[config.mk]
export PLATFORM = sky130hd
export DESIGN_NAME = watch_set_ctrl
export DESIGN_NICKNAME = d
export VERILOG_FILES = /design/src/rtl/watch_set_ctrl.sv
export SDC_FILE = /design/constraint.sdc
export NUM_CORES = 1
export LEC_CHECK = 0
export BUFFER_PORTS_ARGS = -buffer_cell sky130_fd_sc_hd__clkbuf_2
export CAP_MARGIN = 20
export CORE_ASPECT_RATIO = 1.4
export CORE_MARGIN = 4
export CORE_UTILIZATION = 35
export CTS_CLUSTER_SIZE = 20
export DETAILED_ROUTE_END_ITERATION = 8
export PLACE_DENSITY = 0.53
export SKIP_CTS_REPAIR_TIMING = 1
export SYNTH_ARGS = -nofsm -noshare
export SYNTH_HDL_FRONTEND = slang
export SYNTH_SLANG_ARGS = --single-unit
[constraint.sdc]
create_clock -name clk -period 10.1 [get_ports clk]
set_input_delay 1.01 -clock clk [delete_from_list [all_inputs] [get_ports clk]]
set_output_delay 1.01 -clock clk [all_outputs]
set_load 0.02 [all_outputs]
[src/rtl/watch_set_ctrl.sv]
// Watch time-set controller: shadow edit of {Y,M,D,h,m,s} with one-cycle load strobe.
// Define WATCH_SET_TIMEOUT_EN to abort edit mode after TIMEOUT_SEC idle seconds.
module watch_set_ctrl #(
    parameter int unsigned TIMEOUT_SEC = 30
) (
    input  logic        clk,
    input  logic        rst,
    input  logic        clk1sec,
    input  logic        btn_mode,
    input  logic        btn_up,
    input  logic        btn_down,
    input  logic        btn_cancel,
    input  logic [7:0]  cur_year,
    input  logic [7:0]  cur_month,
    input  logic [7:0]  cur_day,
    input  logic [7:0]  cur_hour,
    input  logic [7:0]  cur_minute,
    input  logic [7:0]  cur_second,
    output logic        set_time,
    output logic [47:0] bin_time,
    output logic        editing,
    output logic [2:0]  edit_field
);

    typedef enum logic [2:0] {
        RUN        = 3'd0,
        EDIT_YEAR  = 3'd1,
        EDIT_MONTH = 3'd2,
        EDIT_DAY   = 3'd3,
        EDIT_HOUR  = 3'd4,
        EDIT_MIN   = 3'd5,
        EDIT_SEC   = 3'd6,
        COMMIT     = 3'd7
    } state_e;

    state_e     state_q, state_d;
    logic [7:0] yr_q, yr_d;
    logic [7:0] mo_q, mo_d;
    logic [7:0] dy_q, dy_d;
    logic [7:0] hr_q, hr_d;
    logic [7:0] mi_q, mi_d;
    logic [7:0] se_q, se_d;

    logic       step_en;
    logic       accept;
    logic [7:0] mo_step;
    logic [7:0] mo_san;

    function automatic logic [7:0] max_day(input logic [7:0] m);
        case (m)
            8'd2:                         return 8'd28;
            8'd4, 8'd6, 8'd9, 8'd11:      return 8'd30;
            default:                      return 8'd31;
        endcase
    endfunction

    function automatic logic [7:0] step(
        input logic [7:0] v,
        input logic [7:0] lo,
        input logic [7:0] hi,
        input logic       up
    );
        if (up) return (v >= hi) ? lo : v + 8'd1;
        return (v <= lo) ? hi : v - 8'd1;
    endfunction

    assign step_en    = btn_up ^ btn_down;
    assign editing    = (state_q != RUN) && (state_q != COMMIT);
    assign edit_field = editing ? state_q : 3'd0;
    assign set_time   = (state_q == COMMIT);
    assign bin_time   = {yr_q, mo_q, dy_q, hr_q, mi_q, se_q};

    assign mo_san  = (cur_month == 8'd0 || cur_month > 8'd12) ? 8'd1 : cur_month;
    assign mo_step = step(mo_q, 8'd1, 8'd12, btn_up);
    assign accept  = editing && (btn_cancel || btn_mode || step_en);

`ifdef WATCH_SET_TIMEOUT_EN
    logic [7:0] idle_q, idle_d;
`else
    logic unused_tick;
    assign unused_tick = clk1sec ^ (TIMEOUT_SEC == 0);
`endif

    always_comb begin
        state_d = state_q;
        yr_d    = yr_q;
        mo_d    = mo_q;
        dy_d    = dy_q;
        hr_d    = hr_q;
        mi_d    = mi_q;
        se_d    = se_q;
        case (state_q)
            RUN: begin
                if (btn_mode) begin
                    state_d = EDIT_YEAR;
                    yr_d    = cur_year;
                    mo_d    = mo_san;
                    if (cur_day == 8'd0)              dy_d = 8'd1;
                    else if (cur_day > max_day(mo_san)) dy_d = max_day(mo_san);
                    else                              dy_d = cur_day;
                    hr_d = (cur_hour   > 8'd23) ? 8'd0 : cur_hour;
                    mi_d = (cur_minute > 8'd59) ? 8'd0 : cur_minute;
                    se_d = (cur_second > 8'd59) ? 8'd0 : cur_second;
                end
            end
            COMMIT: state_d = RUN;
            default: begin
                if (btn_cancel) begin
                    state_d = RUN;
                end else if (btn_mode) begin
                    state_d = (state_q == EDIT_SEC) ? COMMIT
                                                    : state_e'(state_q + 3'd1);
                end else if (step_en) begin
                    unique case (1'b1)
                        state_q == EDIT_YEAR:  yr_d = step(yr_q, 8'd0, 8'd255, btn_up);
                        state_q == EDIT_MONTH: begin
                            mo_d = mo_step;
                            // keep the day legal for the new month
                            if (dy_q > max_day(mo_step)) dy_d = max_day(mo_step);
                        end
                        state_q == EDIT_DAY:   dy_d = step(dy_q, 8'd1, max_day(mo_q), btn_up);
                        state_q == EDIT_HOUR:  hr_d = step(hr_q, 8'd0, 8'd23, btn_up);
                        state_q == EDIT_MIN:   mi_d = step(mi_q, 8'd0, 8'd59, btn_up);
                        state_q == EDIT_SEC:   se_d = step(se_q, 8'd0, 8'd59, btn_up);
                        default: ;
                    endcase
                end
            end
        endcase
`ifdef WATCH_SET_TIMEOUT_EN
        idle_d = 8'd0;
        if (editing && !accept) begin
            idle_d = idle_q;
            if (clk1sec) begin
                if ({1'b0, idle_q} + 9'd1 >= 9'(TIMEOUT_SEC)) begin
                    state_d = RUN;
                    idle_d  = 8'd0;
                end else begin
                    idle_d = idle_q + 8'd1;
                end
            end
        end
`endif
    end

    always_ff @(posedge clk or negedge rst) begin
        if (!rst) begin
            state_q <= RUN;
            yr_q    <= 8'd0;
            mo_q    <= 8'd0;
            dy_q    <= 8'd0;
            hr_q    <= 8'd0;
            mi_q    <= 8'd0;
            se_q    <= 8'd0;
`ifdef WATCH_SET_TIMEOUT_EN
            idle_q  <= 8'd0;
`endif
        end else begin
            state_q <= state_d;
            yr_q    <= yr_d;
            mo_q    <= mo_d;
            dy_q    <= dy_d;
            hr_q    <= hr_d;
            mi_q    <= mi_d;
            se_q    <= se_d;
`ifdef WATCH_SET_TIMEOUT_EN
            idle_q  <= idle_d;
`endif
        end
    end

endmodule

==> key figures <==
Outcome
  • Status: complete, no violations

Drt
  • Final ANT Viol Nets: 0
  • DRT iter0 DRCs: between 200 and 300
  • Routed wire length: 15,000 µm
  • Drt pass-1 iters: 4
  • Via count: approximately 5,100
  • Avg WL per Cell: about 17 µm
  • DRC: 0
  • DR vias/cell: 5.69

Logic synthesis
  • Top_reg_cell synth: dfrtp_1
  • Cells after Synth: ~620
  • Most area-hungry cell type in the Yosys netlist: dfrtp_1
  • Number of synthesized flops with an enable pin: 0
  • Post-Syn Area: 4940 µm²
  • Async set-reset flop share out of synthesis: 1.00
  • Seq/Total Area, Yosys: 0.258
  • Syn_area_per_cell: between 7 and 8 µm²
  • Seq cells post-synth: 51
  • Syn nets: approximately 710
  • Synthesis warning total: 0
  • Synth cell types: about 90
  • Post-synth top area share: 0.258
  • Area contributors post-synth: dfrtp_1 (26%), ha_1 (7.9%), o21ai_0 (5.7%), nand2_1 (4.0%), a21oi_1 (4.0%)

Clock tree
  • CTS tree: done
  • Root Buffer: clkbuf_16
  • H-tree level count: 2
  • Clock slew at reported path FFs: roughly 70 ps
  • CTS Sinks: 51
  • Total CTS buffers: 5
  • Worst skew pair latency: 300 ps
  • Max Root-Sink Buffers: 2

Floorplan
  • Starting Density: 0.357
  • Die Span X: ~110 µm
  • I/O pins: about 110
  • CORE AREA: roughly 14,000 µm²
  • Row Count: 51
  • Die height: between 100 and 150 µm
  • Die area: between 15,000 and 20,000 µm²

Global route
  • Remaining Overflow, GRT: 0
  • First-pass GRT wire length: 24,600 µm
  • Pin count of the biggest net entering global routing: 52
  • Initial antenna violation count: 0
  • Gr usage total: 0.189
  • Vias in the first global route: about 5,000

Placement
  • Port Buffers: between 100 and 150
  • DP Wirelength: about 11,000 µm
  • DP Cell Count: roughly 880
  • Gp weighted congestion: 0.851
  • Post-place setup slack: around 5800 ps
  • Dpl cell area: around 5500 µm²

Critical path
  • Critical path origin: btn_up
  • FF-to-FF End: dy_q[0]
  • Critical Path End: dy_q[5]
  • Setup CP Type: in -> reg
  • Crit path launch type: input port
  • Crit. End Element: register
  • Data required, critical path: between 10,000 and 15,000 ps
  • Crit Path Max Fanout: 37
  • Worst flop-to-flop path startpoint: mo_q[0]
  • Worst reg2reg path depth: 14
  • R2R Setup Slk: 6250 ps
  • WP data arrival: between 4000 and 5000 ps

STA
  • Final TNS setup: 0 ps
  • Hold Vio Cnt, Final: 0
  • Fin crit share: 0.394
  • Worst Tran Pin Value: around 850 ps
  • Post-layout min period: between 3000 and 4000 ps
  • Final WS setup: approximately 6000 ps
  • Setup Skew: between 6 and 7 ps
  • Hold_ws: between 400 and 500 ps
  • RSZ-0062 raised after global routing: no
  • Number of setup violations in the final report: 0
  • Highest Clock Rate: about 250 MHz
  • Max-slew violation count: 0
  • Slew margin rel.: 0.430

Cells and area
  • Layout cells sized above 1: 0.207
  • Final std cells w/o fill: approximately 900
  • Area growth syn-to-layout: 15.0%
  • Nets: 790
  • Commonest non-fill, non-tap cell in the layout: clkbuf_2
  • Util after Layout: 0.410
  • Most frequent cells in the layout: clkbuf_2 (106), o21ai_0 (56), nand2_1 (53)
  • Ant. Diodes: 0
  • Post-Layout Inst Area: approximately 5700 µm²

Min path
  • Hold WC Path Type: reg -> reg

Pwr
  • Overall Power: between 1.5 and 2 mW
  • Lkg Pwr: roughly 2.5 nW
  • Pwr dens: 315 nW/µm²
  • Max VDD drop: 0.000116 V

Job
  • Max-cap violations: 0
-- worst max-delay path, cell delays in order --
cell	delay [ps]
clkbuf_2	80
buf_4	390
inv_1	380
o211ai_1	330
o21ai_0	160
o21ai_0	150
or3b_4	400
ha_1	270
nand2_1	50
o21ai_0	90
o2111ai_1	220
o211a_4	310
a21boi_0	210
mux2i_1	90
-- cells by family after synthesis --
group / Yosys count / share of synthesized area
flops: 51 / 0.258
buf+inv: 62 / 0.0620
xor+xnor: 22 / 0.0390
fa+ha+maj: 31 / 0.0785
compound gates: 207 / 0.292
mux: 5 / 0.0106
simple gates: 241 / 0.259
-- synth_stat cells (4+ instances only) --
cell,n
a211oi_1,8
o2111ai_1,5
ha_1,31
inv_1,28
a21oi_1,39
nand2_1,53
o32ai_1,4
xor2_1,12
and3_1,9
clkbuf_1,23
nand3_1,33
nor4_1,6
xnor2_1,10
buf_6,5
or3_1,7
a221oi_1,8
nor2b_1,10
dfrtp_1,51
a31oi_1,10
nand2b_1,7
o21ai_0,56
a22o_1,4
nor3_1,29
nor3b_1,5
nor2_1,45
nand4_1,6
o22ai_1,4
o31ai_1,14
o211ai_1,4
o211a_1,5
-- flip-flops by register name, summed over array words and instances, names as in the netlist --
signal,count
dy_q,8
se_q,8
mo_q,8
yr_q,8
hr_q,8
state_q,3
mi_q,8
-- worst min-delay path by stage --
stage / slack (ps) / startpoint / to / cells after the start
after floorplan: 540 / state_q[1] / state_q[1] / 1
after global placement: 490 / hr_q[7] / hr_q[7] / 1
after detailed placement: 490 / hr_q[7] / hr_q[7] / 1
after CTS: 500 / hr_q[7] / hr_q[7] / 1
after global routing: 540 / hr_q[7] / hr_q[7] / 1
final: 500 / hr_q[7] / hr_q[7] / 1
-- area by class of cell --
cell class                      count  area (µm²)
Clock inverter                      1        5.00
Clock buffer                        7         133
Sequential cell                    51        1280
Multi-Input combinational cell    506        3360
Tap cell                          185         231
Fill cell                        1478        8160
Inverter                           28         105
Timing Repair Buffer              112         572
-- report_power, final --
part	internal [mW]	total (mW)	switching, mW
sequential	0.283	0.469	0.186
clock	0.0921	0.173	0.0806
combinational	0.450	1.15	0.699
total	0.825	1.79	0.965
-- metal layers --
layer / GRT usage / vias to the layer above / routed length, µm / part of all wire
met3: 0.0321 / 16 / 761 / 0.051
li1: - / 2492 / - / -
met1: 0.223 / 2439 / 6160 / 0.41
met4: 0.0625 / 0 / 271 / 0.018
met2: 0.341 / 116 / 7820 / 0.52
met5: 0 / - / 0 / 0
No activity file was read; power rests on OpenSTA's default activity.
